$ cat config.mk
export PLATFORM = sky130hd
export DESIGN_NAME = image_uart_sender
export DESIGN_NICKNAME = d
export VERILOG_FILES = /design/src/rtl/image_uart_sender_pkg.sv /design/src/rtl/image_uart_sender_uart_byte_tx.sv /design/src/rtl/image_uart_sender.sv
export SDC_FILE = /design/constraint.sdc
export NUM_CORES = 1
export LEC_CHECK = 0
export CORE_MARGIN = 3
export CORE_UTILIZATION = 30
export DETAILED_ROUTE_END_ITERATION = 16
export SETUP_SLACK_MARGIN = 0.3
export SLEW_MARGIN = 30
export SYNTH_ARGS = -nofsm -noshare
export SYNTH_HDL_FRONTEND = slang
export SYNTH_SLANG_ARGS = --single-unit
$ cat constraint.sdc
create_clock -name clk -period 8.7 [get_ports clk]
set_clock_uncertainty 0.15 [all_clocks]
set_input_delay 1.74 -clock clk [delete_from_list [all_inputs] [get_ports clk]]
set_output_delay 1.74 -clock clk [all_outputs]
set_load 0.005 [all_outputs]
$ cat src/rtl/image_uart_sender_pkg.sv
// Shared sequencer state encoding and frame geometry for the image UART sender.
package image_uart_sender_pkg;

  typedef enum logic [1:0] {
    ST_IDLE,
    ST_HDR,
    ST_DATA,
    ST_FIN
  } state_t;

  localparam int unsigned HDR_BYTES  = 4;
  localparam int unsigned WORD_BYTES = 4;

endpackage

$ cat src/rtl/image_uart_sender_uart_byte_tx.sv
// 8N1 byte serializer; ready marks the last stop-bit cycle so the next byte
// can be loaded with no idle gap.
module uart_byte_tx #(
  parameter int unsigned SERIAL_WCNT = 100
) (
  input  logic       clk,
  input  logic       rst,
  input  logic       load,
  input  logic [7:0] data,
  output logic       ready,
  output logic       txd
);

  logic [15:0] cnt;
  logic [3:0]  bit_idx;
  logic [8:0]  shreg;
  logic        active;

  assign ready = active && (bit_idx == 4'd9) && (cnt == 16'(SERIAL_WCNT - 1));

  always_ff @(posedge clk or posedge rst) begin
    if (rst) begin
      txd     <= 1'b1;
      cnt     <= '0;
      bit_idx <= '0;
      shreg   <= '1;
      active  <= 1'b0;
    end else if (load && (!active || ready)) begin
      txd     <= 1'b0;
      shreg   <= {1'b1, data};
      cnt     <= '0;
      bit_idx <= '0;
      active  <= 1'b1;
    end else if (active) begin
      if (cnt == 16'(SERIAL_WCNT - 1)) begin
        cnt <= '0;
        if (bit_idx == 4'd9) begin
          active <= 1'b0;
        end else begin
          // shifting in ones makes the stop bit fall out after the data bits
          txd     <= shreg[0];
          shreg   <= {1'b1, shreg[8:1]};
          bit_idx <= bit_idx + 4'd1;
        end
      end else begin
        cnt <= cnt + 16'd1;
      end
    end
  end

endmodule

$ cat src/rtl/image_uart_sender.sv
// Streams a length header followed by num_words memory words over a UART line,
// prefetching each word during the last byte of the previous group.
module image_uart_sender
  import image_uart_sender_pkg::*;
#(
  parameter int unsigned SERIAL_WCNT = 100,
  parameter int unsigned ADDR_W      = 14
) (
  input  logic              clk,
  input  logic              rst_async,
  input  logic              start,
  input  logic [31:0]       num_words,
  output logic [ADDR_W-1:0] mem_addr,
  output logic              mem_oe,
  input  logic [31:0]       mem_rdata,
  output logic              txd,
  output logic              busy,
  output logic              done
);

  logic        rst_meta, rst_int;
  state_t      state;
  logic [29:0] num_q, word_cnt, fetch_idx;
  logic [1:0]  byte_cnt, next_idx;
  logic [31:0] word_q, hdr;
  logic        first, rd_pend;
  logic        ready, load, in_frame, last_in_group, final_byte;
  logic [7:0]  tx_data;
  logic        unused_bits;

  assign unused_bits = ^num_words[31:30];

  always_ff @(posedge clk or posedge rst_async) begin
    if (rst_async) begin
      rst_meta <= 1'b1;
      rst_int  <= 1'b1;
    end else begin
      rst_meta <= 1'b0;
      rst_int  <= rst_meta;
    end
  end

  // Every load after the first happens in the ready cycle and sends the byte
  // after byte_cnt; at a group boundary that is byte 0 of the prefetched word.
  always_comb begin
    hdr           = {num_q, 2'b00};
    next_idx      = byte_cnt + 2'd1;
    in_frame      = (state == ST_HDR) || (state == ST_DATA);
    last_in_group = (state == ST_HDR) ? (byte_cnt == 2'(HDR_BYTES - 1))
                                      : (byte_cnt == 2'(WORD_BYTES - 1));
    final_byte    = last_in_group && ((state == ST_HDR) ? (num_q == '0)
                                                        : (word_cnt == num_q - 30'd1));
    load          = first || (ready && in_frame && !final_byte);
    if (first)
      tx_data = hdr[7:0];
    else if ((state == ST_HDR) && !last_in_group)
      tx_data = hdr[{next_idx, 3'b000} +: 8];
    else
      tx_data = word_q[{next_idx, 3'b000} +: 8];
  end

  always_ff @(posedge clk or posedge rst_int) begin
    if (rst_int) begin
      state     <= ST_IDLE;
      busy      <= 1'b0;
      done      <= 1'b0;
      mem_oe    <= 1'b0;
      mem_addr  <= '0;
      num_q     <= '0;
      word_cnt  <= '0;
      fetch_idx <= '0;
      byte_cnt  <= '0;
      word_q    <= '0;
      first     <= 1'b0;
      rd_pend   <= 1'b0;
    end else begin
      first   <= 1'b0;
      mem_oe  <= 1'b0;
      done    <= 1'b0;
      rd_pend <= mem_oe;
      if (rd_pend) word_q <= mem_rdata;
      case (state)
        ST_IDLE: begin
          if (start) begin
            state     <= ST_HDR;
            busy      <= 1'b1;
            first     <= 1'b1;
            num_q     <= num_words[29:0];
            byte_cnt  <= '0;
            word_cnt  <= '0;
            fetch_idx <= '0;
          end
        end
        ST_HDR, ST_DATA: begin
          if (ready) begin
            if ((byte_cnt == 2'd2) && (fetch_idx != num_q)) begin
              mem_oe    <= 1'b1;
              mem_addr  <= fetch_idx[ADDR_W-1:0];
              fetch_idx <= fetch_idx + 30'd1;
            end
            byte_cnt <= next_idx;
            if (final_byte) begin
              state <= ST_FIN;
              busy  <= 1'b0;
              done  <= 1'b1;
            end else if (last_in_group) begin
              if (state == ST_DATA) word_cnt <= word_cnt + 30'd1;
              state <= ST_DATA;
            end
          end
        end
        ST_FIN:  state <= ST_IDLE;
        default: state <= ST_IDLE;
      endcase
    end
  end

  uart_byte_tx #(
    .SERIAL_WCNT(SERIAL_WCNT)
  ) u_tx (
    .clk   (clk),
    .rst   (rst_int),
    .load  (load),
    .data  (tx_data),
    .ready (ready),
    .txd   (txd)
  );

endmodule

======== Yosys cells after proc, flatten, opt, wreduce, memory -nomap -nowiden ========
Cells that the tools add are included.
cells by class
  $add $sub $neg .......................... 6
  equal/unequal tests ..................... 18
  shifts and indexed selects .............. 2
  muxes and demuxes ....................... 51
  reductions and logical operators ........ 28
operators by type and width
  cell                   count
  $mux 30                7
  $pmux 30 s2            2
  $shiftx 32x6->8        2
  $add 30x1->30 const B  2
  $mux 16                3
  $mux 9                 4
  $eq 30x30->1           1
  $logic_not 30->1       1
  $ne 30x30->1           1
  $sub 30x1->30 const B  1
  $mux 1                 20
  $add 16x1->16 const B  1
  $eq 16x7->1 const B    1
  $mux 4                 4
  $mux 8                 2
  $ne 2x2->1 const B     8
  $mux 2                 6
  $reduce_and 3->1       4
  $eq 2x2->1 const B     4
  $logic_and 1x1->1      8
  $reduce_and 4->1       2
  $pmux 2 s3             1
  $reduce_and 6->1       1
  $reduce_bool 2->1      3
  other kinds (12)       16
storage, ports and cells
  bits in registers ....................... 178
  output and inout bits ................... 18
  word-level logic and storage cells ...... 124

======== Depth between registers and ports, before layout ========
Gate-level depths: netlist (run 1).
  depth in word-level cells ............... 10
  gate-level depth with buffers ........... 14

======== By module ========
From an unflattened synthesis (run 1), not the netlist that was laid out.
unflattened totals
  cells, all modules ...................... 1099
  area, all modules ....................... 10781.6 sq um
by module, submodules not included
  module             times used  cells each  area each (sq um)  seq. area each (sq um)
  image_uart_sender  1           912         8986.1             3681.0
  uart_byte_tx       1           187         1795.5             762.0

======== Worst setup path before layout (run 1) ========
OpenSTA, ideal clock, no wires.
  path type ............................... register to register
  start point ............................. register num_q[0]
  end point ............................... register word_cnt[17]
  arrival time ............................ 3614 ps
  data required time ...................... 8417 ps
  setup slack ............................. 4803 ps
  cell stages (with the launch flop) ...... 15
  period minus slack after synthesis ...... 3897 ps
  path through ............................ dfrtp_1 clkbuf_1 inv_1 ha_1 buf_2 or4b_2 or4_4 or4_4 a21oi_2 nand4_2 nor4_4 or3_1 buf_4 buf_6 o31ai_1
between the ends
  longest elaborated chain between the ends .. 6
  elaborated cells on any way between the ends .. 7
RTL lines
  element                       line                      source
  start, declared               image_uart_sender.sv:23   logic [29:0] num_q, word_cnt, fetch_idx;
  start signal, assigned        image_uart_sender.sv:88   num_q <= num_words[29:0];
  $sub 30x1->30                 image_uart_sender.sv:52   : (word_cnt == num_q - 30'd1));
  $eq 30x30->1                  image_uart_sender.sv:52
  $mux 1 *                      image_uart_sender.sv:51   final_byte = last_in_group && ((state == ST_HDR) ? (num_q == '0)
  $logic_and 1x1->1 *           image_uart_sender.sv:51
  $ne 2x2->1 (no line) *        --
  $reduce_and 6->1 (no line) *  --
  end signal, assigned          image_uart_sender.sv:107  if (state == ST_DATA) word_cnt <= word_cnt + 30'd1;
  end, declared                 image_uart_sender.sv:23
Every way passes the cells marked *; elsewhere a longest branch is shown, timed or not.
A chain may end at the register's enable or synchronous reset.

======== Worst setup path after layout (run 1) ========
  start point ............................. register num_q[1]
  end point ............................... register word_cnt[25]
Same word-level chain as after synthesis.

==> impl_metrics.env, run 1 <==
export IMPL_power_density_mw_per_mm2=132
export IMPL_final_cell_mix="dfrtp_1 (166), nand2_1 (152), clkdlybuf4s50_1 (82)"
export IMPL_fillers=3611
export IMPL_ys_types=78
export IMPL_place_ws_ps=3890
export IMPL_switchingPower_mw=0.358
export IMPL_relSlewSlack_pct=35.5
export IMPL_htree_levels=4
export IMPL_tns_ps=0
export IMPL_hold_slack_ps=131
export IMPL_crit_arrival_ps=5000
export IMPL_p_leak_nw=5.26
export IMPL_syn_nets=1250
export IMPL_dieHeight_um=196
export IMPL_chipWidth_um=196
export IMPL_grt_use_total_pct=17.0
export IMPL_rsz0062_at_grt="no"
export IMPL_ys_warn_count=0
export IMPL_drv_cap=0
export IMPL_ys_top_cells_by_area="dfrtp_1 (38%), mux2_2 (6.8%), xnor2_1 (5.5%)"
export IMPL_dieArea_sq_mm=0.0386
export IMPL_post_route_period_util_pct=55.8
export IMPL_synth_edf_count=0
export IMPL_drcViolationCount=0
export IMPL_root_buffer="clkbuf_16"
export IMPL_vias_per_cell=5.62
export IMPL_antenna_cells=0
export IMPL_path_max_fanout=32
export IMPL_fin_util_pct=35.4
export IMPL_worst_pin_slew_ps=960
export IMPL_cp_start_kind="register"
export IMPL_synthSimpleGateAreaFrac_pct=21.1
export IMPL_ys_seq_area_share_pct=40.9
export IMPL_crit_type="register to register"
export IMPL_ys_seq_elements=177
export IMPL_start_util_pct=30.5
export IMPL_synthXorXnorAreaFrac_pct=6.93
export IMPL_p_sw_share_pct=21.5
export IMPL_crit_path_end_kind="register"
export IMPL_hpwl_um=23300
export IMPL_drtAntennaViolNets=0
export IMPL_slew_violations=0
export IMPL_clk_latency_ps=440
export IMPL_yosys_area_share_adder_pct=1.38
export IMPL_cts_inserted_buffers=17
export IMPL_layout_drive_gt1_share_pct=13.9
export IMPL_grt_max_degree=70
export IMPL_fin_ws_ps=3850
export IMPL_pwr_share_seq_pct=49.5
export IMPL_ctsResizeCount=0
export IMPL_period_needed_ps=4850
export IMPL_synth_area_mux_share_pct=11.1
export IMPL_final_common_cell="dfrtp_1"
export IMPL_synth_top_area_share_pct=38.2
export IMPL_path_clk_slew_ps=70
export IMPL_multi_input_area_sq_mm=0.00599
export IMPL_worstHoldPathType="register to async pin"
export IMPL_ir_worst_vdd_mv=0.102
export IMPL_ios=85
export IMPL_setup_viol_count_final=0
export IMPL_yosysTopAreaCell="dfrtp_1"
export IMPL_synth_compound_area_share_pct=14.2
export IMPL_wirelength_um=33000
export IMPL_vias=9399
export IMPL_synth_top_family_by_area="simple AND/OR/NAND/NOR gates"
export IMPL_syn_to_final_growth_pct=16.2
export IMPL_clockBufferDepth=2
export IMPL_postCtsSetupBuffers=0
export IMPL_status="complete, no violations"
export IMPL_antenna_found_initial=1
export IMPL_grt_overflow_total=0
export IMPL_p_clk_share_pct=47.5
export IMPL_hold_viol_final=0
export IMPL_reg2reg_depth=11
export IMPL_syn_inst=1171
export IMPL_drt_iter0_markers=863
export IMPL_grt_first_pass_wirelength_um=51900
export IMPL_core_area_sq_mm=0.0357
export IMPL_layout_nets=1276
export IMPL_syn_area_sq_mm=0.0109
export IMPL_cts_sinks=177
export IMPL_max_freq_ghz=0.206
export IMPL_first_pass_iters=5
export IMPL_fp_row_count=69
export IMPL_combPwrFrac_pct=2.9
export IMPL_grt_pass1_vias=8846
export IMPL_synth_area_per_cell_sq_um=9.29
export IMPL_required_ps=8850
export IMPL_p_int_mw=1.31
export IMPL_io_buffers=82
export IMPL_synth_ff_type="dfrtp_1"
export IMPL_wl_per_cell_um=19.8
export IMPL_seq_area_sq_mm=0.00444
export IMPL_cts_tree="yes"
export IMPL_async_flop_share_pct=100
export IMPL_place_gp_congestion=0.918
export IMPL_postCtsHoldBufs=0
==> final timing paths <==
check	start	endpoint	slack, ps
min in group clk	rst_meta$_DFF_PP1_	rst_int$_DFF_PP1_	210
worst max register to register	num_q[1]$_DFFE_PP0P_	word_cnt[25]$_DFFE_PP0P_	3850
worst min register to register	rst_int$_DFF_PP1_	word_q[26]$_DFFE_PP0P_	130
worst max-delay path	num_q[1]$_DFFE_PP0P_	word_cnt[25]$_DFFE_PP0P_	3850
worst min-delay path	rst_int$_DFF_PP1_	word_q[26]$_DFFE_PP0P_	130
max in group asynchronous	rst_async	rst_int$_DFF_PP1_	6900
==> metal layers <==
metal	track usage, %	part of all wire [%]	wire, um
met1	23.6	45	14900
met2	27.2	47	15500
met3	2.82	5.2	1710
met4	5.99	2.7	881
met5	0	0.039	13
==> stage by stage <==
stage,area (sq um),std cells,power (mW)
after floorplan,10900,1171,0.852
after global placement,12000,1639,0.890
after detailed placement,12000,1639,0.889
after CTS,12600,1671,1.68
after global routing,12600,1671,1.72
final,12600,1671,1.66
==> cell type report <==
type	instances	share of cell area [%]
timing repair buffer	94	7.24
sequential	177	35.2
tap	461	4.56
multi-input combinational	880	47.4
clock buffer	21	3.80
inverter	27	0.841
clock inverter	11	0.990
==> worst max-delay path, cell delays in order, from the launching register on <==
cell	delay, ps
dfrtp_1	530
inv_1	170
ha_1	450
or4b_2	660
or4_4	460
or4_4	510
a21oi_2	160
nand4_2	200
nor4_4	290
buf_4	360
or3_2	590
o41ai_1	170
==> flip-flops by register name, summed over array words and instances, names as in the netlist, 4 cells and up <==
| name | flops |
|---|---|
| fetch_idx | 30 |
| mem_addr | 14 |
| num_q | 30 |
| u_tx.bit_idx | 4 |
| u_tx.cnt | 16 |
| u_tx.shreg | 8 |
| word_cnt | 30 |
| word_q | 32 |
==> Yosys cell counts (6+ instances only) <==
cell type    n
or4_1       10
nand3b_1     6
a211oi_1     9
buf_2        7
a31oi_1     16
o31ai_1     27
buf_1        8
and3_1      22
clkbuf_1    66
nand2_1    152
a41o_1       6
ha_1        12
nor3_1      22
a31o_2       9
o21ai_0     78
o41ai_1     10
nand3_1     44
nand4_1     41
xor2_1      18
dfstp_2     11
mux2_2      66
dfrtp_1    166
and2_1       6
a21oi_1     30
nor2_1      72
nand2b_1    10
o21ai_1      6
mux4_2      14
inv_1       24
mux2i_1     15
a2111oi_0    8
xnor2_1     68
nor4_1      19
or3_1        7
or2_2        8
==> cell families (layout without fill, tap and decap cells) <==
kind of cell,count (synthesis),count (layout)
adders and majority gates,12,12
buffers and inverters,114,153
and+or+nand+nor,450,450
AOI/OAI and AO/OA,236,236
muxes,95,95
other,1,1
DFF,177,177
xor gates and xnor gates,86,86
==> power by group through the flow <==
stage / Sequential, mW / Clock (mW) / Combinational [mW]
global route: 0.824 / 0.841 / 0.0537
floorplan: 0.839 / 0 / 0.0123
global placement: 0.839 / 0 / 0.0502
finish: 0.824 / 0.791 / 0.0483
detailed placement: 0.839 / 0 / 0.0499
CTS: 0.824 / 0.809 / 0.0502
Power figures use the tool's default switching activity.
==> inputs of run 2 (changes only) <==
- clock period: 8.7 -> 4.2 ns (I/O delays scaled with it)
==> impl_metrics.env, run 2 (synthesis results as in run 1) <==
export IMPL_required_ps=4400
export IMPL_postCtsHoldBufs=0
export IMPL_grt_overflow_total=0
export IMPL_drt_iter0_markers=806
export IMPL_crit_path_end_kind="register"
export IMPL_max_stage_delay_ps=700
export IMPL_drv_cap=0
export IMPL_io_buffers=82
export IMPL_grt_pass1_vias=9248
export IMPL_cts_sinks=177
export IMPL_cts_inserted_buffers=17
export IMPL_path_max_fanout=5
export IMPL_cts_tree="yes"
export IMPL_place_ws_ps=350
export IMPL_setup_viol_count_final=0
export IMPL_dieHeight_um=196
export IMPL_crit_path_cell_trace="or4_1, or4_1, or2_0, o311ai_1, o21ai_1, nor4_4, buf_6, buf_4, a2111oi_0, a311oi_1"
export IMPL_period_needed_ps=3780
export IMPL_hold_viol_final=0
export IMPL_crit_arrival_ps=3980
export IMPL_worst_pin_slew_ps=864
export IMPL_post_route_period_util_pct=90.1
export IMPL_place_gp_congestion=0.920
export IMPL_status="complete, no violations"
export IMPL_clk_latency_ps=450
export IMPL_hpwl_um=24900
export IMPL_ios=85
export IMPL_critPathMostFrequentCell="or4_1"
export IMPL_chipWidth_um=196
export IMPL_max_freq_ghz=0.264
export IMPL_cp_slowest_cell="or4_1"
export IMPL_core_area_sq_mm=0.0357
export IMPL_top_register="word_q"
export IMPL_syn_to_final_growth_pct=19.9
export IMPL_tns_ps=0
export IMPL_grt_first_pass_wirelength_um=53500
export IMPL_wl_per_cell_um=19.9
export IMPL_place_area_sq_mm=0.0124
export IMPL_path_clk_slew_ps=80
export IMPL_relSlewSlack_pct=42.0
export IMPL_final_cell_mix="dfrtp_1 (166), nand2_1 (152), clkdlybuf4s50_1 (82)"
export IMPL_clockBufferDepth=2
export IMPL_layout_drive_gt1_share_pct=17.4
export IMPL_rsz0062_at_grt="yes"
export IMPL_worstHoldPathType="register to async pin"
export IMPL_vias=9452
export IMPL_p_leak_nw=5.54
export IMPL_start_util_pct=30.5
export IMPL_fin_ws_ps=416
export IMPL_final_common_cell="dfrtp_1"
export IMPL_cpLargestDelayFamily="simple AND/OR/NAND/NOR gates"
export IMPL_grt_use_total_pct=17.8
export IMPL_ir_worst_vdd_mv=0.181
export IMPL_cp_start_kind="register"
export IMPL_reg2reg_depth=10
export IMPL_cp_depth=10
export IMPL_htree_levels=4
export IMPL_critPathBufInv=2
export IMPL_wirelength_um=34200
export IMPL_drtAntennaViolNets=0
export IMPL_final_area_sq_mm=0.0130
export IMPL_first_pass_iters=5
export IMPL_drcViolationCount=0
export IMPL_dieArea_sq_mm=0.0386
export IMPL_antenna_found_initial=2
export IMPL_layout_nets=1325
export IMPL_vias_per_cell=5.49
export IMPL_power_density_mw_per_mm2=263
export IMPL_largest_register_ffs=32
export IMPL_root_buffer="clkbuf_16"
export IMPL_grt_max_degree=114
export IMPL_crit_type="register to register"
export IMPL_slew_violations=0
export IMPL_fp_row_count=69
run 2: changes by cell type in the layout (fill, tap and decap cells not counted), sizes merged:
cell,before,now
buf,12,61
clkbuf,21,17
bufinv,2,1
inv,28,33
diode,0,1
run 2: metrics by stage:
| stage | hold WS [ps] | utilization, % | cells | total power, mW |
|---|---|---|---|---|
| floorplan | 195 | - | 1171 | 1.77 |
| global placement | 82.4 | 34.6 | 1682 | 1.84 |
| detailed placement | 81.2 | 34.7 | 1682 | 1.84 |
| CTS | 86.4 | 36.3 | 1714 | 3.48 |
| global route | 107 | 36.6 | 1720 | 3.55 |
| finish | 75.2 | 36.6 | 1721 | 3.44 |
run 2: path summary, 6_finish.rpt:
| check | from | end | slack [ps] |
|---|---|---|---|
| setup reg to reg | num_q[17]$_DFFE_PP0P_ | u_tx.shreg[5]$_DFFE_PP1P_ | 420 |
| max in group asynchronous | rst_int$_DFF_PP1_ | word_cnt[8]$_DFFE_PP0P_ | 2860 |
| setup / recovery | num_q[17]$_DFFE_PP0P_ | u_tx.shreg[5]$_DFFE_PP1P_ | 420 |
| min in group clk | rst_meta$_DFF_PP1_ | rst_int$_DFF_PP1_ | 210 |
| hold reg to reg | rst_int$_DFF_PP1_ | state[0]$_DFFE_PP0P_ | 80 |
| hold / removal | rst_int$_DFF_PP1_ | state[0]$_DFFE_PP0P_ | 80 |
run 2: area by class of cell:
type / instances / area [sq um]
flip-flops and latches: 177 / 4440
repair buffers: 143 / 1310
well taps: 461 / 577
inverters: 27 / 105
clock buffers: 17 / 425
fillers: 3561 / 22600
clock inverters: 15 / 166
diodes: 1 / 2.50
multi-input cells: 880 / 6020
run 2: metal layers:
metal | vias up | global-route usage [%] | share of wire, %
met1 | 4646 | 23.6 | 44
met2 | 325 | 28.8 | 47
met3 | 59 | 3.09 | 5.5
met4 | 2 | 7.58 | 3.6
li1 | 4420 | - | -
met5 | - | 0 | 0.038
run 2: report_power, final:
| part | internal, mW | leakage, nW | switching, mW | total, mW |
|---|---|---|---|---|
| clock | 0.848 | 0.288 | 0.780 | 1.63 |
| combinational | 0.0551 | 2.90 | 0.0465 | 0.102 |
| sequential | 1.71 | 2.35 | 0.000475 | 1.71 |
| total | 2.61 | 5.54 | 0.827 | 3.44 |
run 2: what timing repair did:
item | CTS | global route
buffers inserted | 0 | 5
endpoints found under the hold margin | 0 | 0
endpoints found under the setup margin | 0 | 44
gates resized for setup | 0 | 8
==> inputs of run 3 (changes only) <==
- clock period: 4.2 -> 4.5 ns (I/O delays scaled with it)
==> impl_metrics.env, run 3 (synthesis results as in run 1) <==
export IMPL_wl_per_cell_um=19.9
export IMPL_path_clk_slew_ps=80
export IMPL_hpwl_um=24400
export IMPL_layout_drive_gt1_share_pct=16.4
export IMPL_crit_arrival_ps=4130
export IMPL_p_int_mw=2.40
export IMPL_max_stage_delay_ps=720
export IMPL_grt_first_pass_wirelength_um=53000
export IMPL_crit_path_end_kind="register"
export IMPL_switchingPower_mw=0.772
export IMPL_crit_path_cell_trace="or4_1, or4_1, or2_0, o311ai_1, o21ai_1, nor4_4, or3_1, buf_4, o41ai_1"
export IMPL_grt_max_degree=176
export IMPL_p_clk_share_pct=46.7
export IMPL_critPathBufInv=1
export IMPL_drt_iter0_markers=821
export IMPL_vias=9383
export IMPL_final_cell_mix="dfrtp_1 (166), nand2_1 (152), clkdlybuf4s50_1 (82)"
export IMPL_setup_viol_count_final=0
export IMPL_period_needed_ps=3970
export IMPL_worst_pin_slew_ps=989
export IMPL_hold_viol_final=0
export IMPL_cts_inserted_buffers=17
export IMPL_grt_use_total_pct=17.6
export IMPL_postCtsSetupBuffers=0
export IMPL_place_gp_congestion=0.915
export IMPL_cts_tree="yes"
export IMPL_clk_latency_ps=450
export IMPL_ir_worst_vdd_mv=0.155
export IMPL_chipWidth_um=196
export IMPL_first_pass_iters=7
export IMPL_antenna_found_initial=2
export IMPL_wirelength_um=34000
export IMPL_rsz0062_at_grt="no"
export IMPL_drv_cap=0
export IMPL_p_sw_share_pct=24.4
export IMPL_drtAntennaViolNets=0
export IMPL_path_max_fanout=12
export IMPL_drcViolationCount=0
export IMPL_vias_per_cell=5.49
export IMPL_required_ps=4660
export IMPL_fp_row_count=69
export IMPL_combPwrFrac_pct=3.1
export IMPL_p_leak_nw=5.45
export IMPL_root_buffer="clkbuf_16"
export IMPL_ios=85
export IMPL_relSlewSlack_pct=33.7
export IMPL_grt_pass1_vias=8888
export IMPL_hold_slack_ps=178
export IMPL_dieHeight_um=196
export IMPL_ctsResizeCount=0
export IMPL_grt_overflow_total=0
export IMPL_crit_type="register to register"
export IMPL_status="complete, no violations"
export IMPL_largest_register_ffs=32
export IMPL_pwr_share_seq_pct=50.2
export IMPL_tns_ps=0
export IMPL_cp_start_kind="register"
export IMPL_start_util_pct=30.5
export IMPL_cpLargestDelayFamily="simple AND/OR/NAND/NOR gates"
export IMPL_cts_sinks=177
export IMPL_syn_to_final_growth_pct=18.7
export IMPL_top_register="word_q"
export IMPL_max_freq_ghz=0.252
export IMPL_io_buffers=82
export IMPL_worstHoldPathType="register to async pin"
export IMPL_core_area_sq_mm=0.0357
export IMPL_postCtsHoldBufs=0
export IMPL_power_density_mw_per_mm2=245
export IMPL_cp_slowest_cell="or4_1"
export IMPL_critPathMostFrequentCell="or4_1"
export IMPL_slew_violations=0
export IMPL_post_route_period_util_pct=88.3
export IMPL_htree_levels=4
export IMPL_layout_nets=1313
export IMPL_clockBufferDepth=2
export IMPL_final_common_cell="dfrtp_1"
export IMPL_dieArea_sq_mm=0.0386
[run 3: cell count changes in the layout (fill, tap and decap cells not counted), sizes merged]
cell / delta
clkinv: -1
inv: +1
bufinv: -1
clkbuf: +1
buf: -12
[run 3: worst min-delay path: cells and delay by family (launching register included)]
| family | cells | cell delay [ps] |
|---|---|---|
| buffers and inverters | 2 | 360 |
| DFF | 1 | 380 |
[run 3: power by group through the flow]
| stage | registers (mW) | logic (mW) | clock network, mW |
|---|---|---|---|
| floorplan | 1.62 | 0.0240 | 0 |
| CTS | 1.59 | 0.0973 | 1.51 |
| detailed placement | 1.62 | 0.0969 | 0 |
| finish | 1.59 | 0.0968 | 1.48 |
| global route | 1.59 | 0.107 | 1.57 |
| global placement | 1.62 | 0.0975 | 0 |
[run 3: path summary, 6_finish.rpt]
check | startpoint | endpoint | slack (ps) | depth (start not counted)
worst min-delay path | rst_int$_DFF_PP1_ | word_q[5]$_DFFE_PP0P_ | 180 | 2
max in group asynchronous | rst_int$_DFF_PP1_ | fetch_idx[3]$_DFFE_PP0P_ | 3060 | 3
min in group clk | rst_meta$_DFF_PP1_ | rst_int$_DFF_PP1_ | 210 | 0
worst max register to register | num_q[2]$_DFFE_PP0P_ | word_cnt[24]$_DFFE_PP0P_ | 530 | 9
worst max-delay path | num_q[2]$_DFFE_PP0P_ | word_cnt[24]$_DFFE_PP0P_ | 530 | 9
worst min register to register | rst_int$_DFF_PP1_ | word_q[5]$_DFFE_PP0P_ | 180 | 2
[run 3: per-stage QoR]
step	worst slack [ps]	util [%]	total power, mW	instances	area (sq um)
3_5_place_dp	579	34.5	1.72	1675	12300
6_report	528	36.2	3.17	1709	12900
3_3_place_gp	605	34.5	1.72	1675	12300
4_1_cts	550	36.1	3.20	1707	12900
2_1_floorplan	603	-	1.65	1171	10900
5_1_grt	359	36.2	3.27	1708	12900
[run 3: cell type report]
cell class | count | area (sq um)
Clock buffer | 18 | 439
Fill cell | 3588 | 22700
Antenna cell | 1 | 2.50
Tap cell | 461 | 577
Timing Repair Buffer | 131 | 1220
Clock inverter | 14 | 134
Inverter | 27 | 105
Multi-Input combinational cell | 880 | 5990
Sequential cell | 177 | 4440
[run 3: routing by layer]
layer	vias up	part of all wire [%]	global-route usage [%]	wire [um]
li1	4405	-	-	-
met1	4611	44	24.3	15100
met2	306	47	28.3	15900
met3	61	5.2	2.51	1770
met4	0	3.8	6.65	1280
met5	-	0	0	0
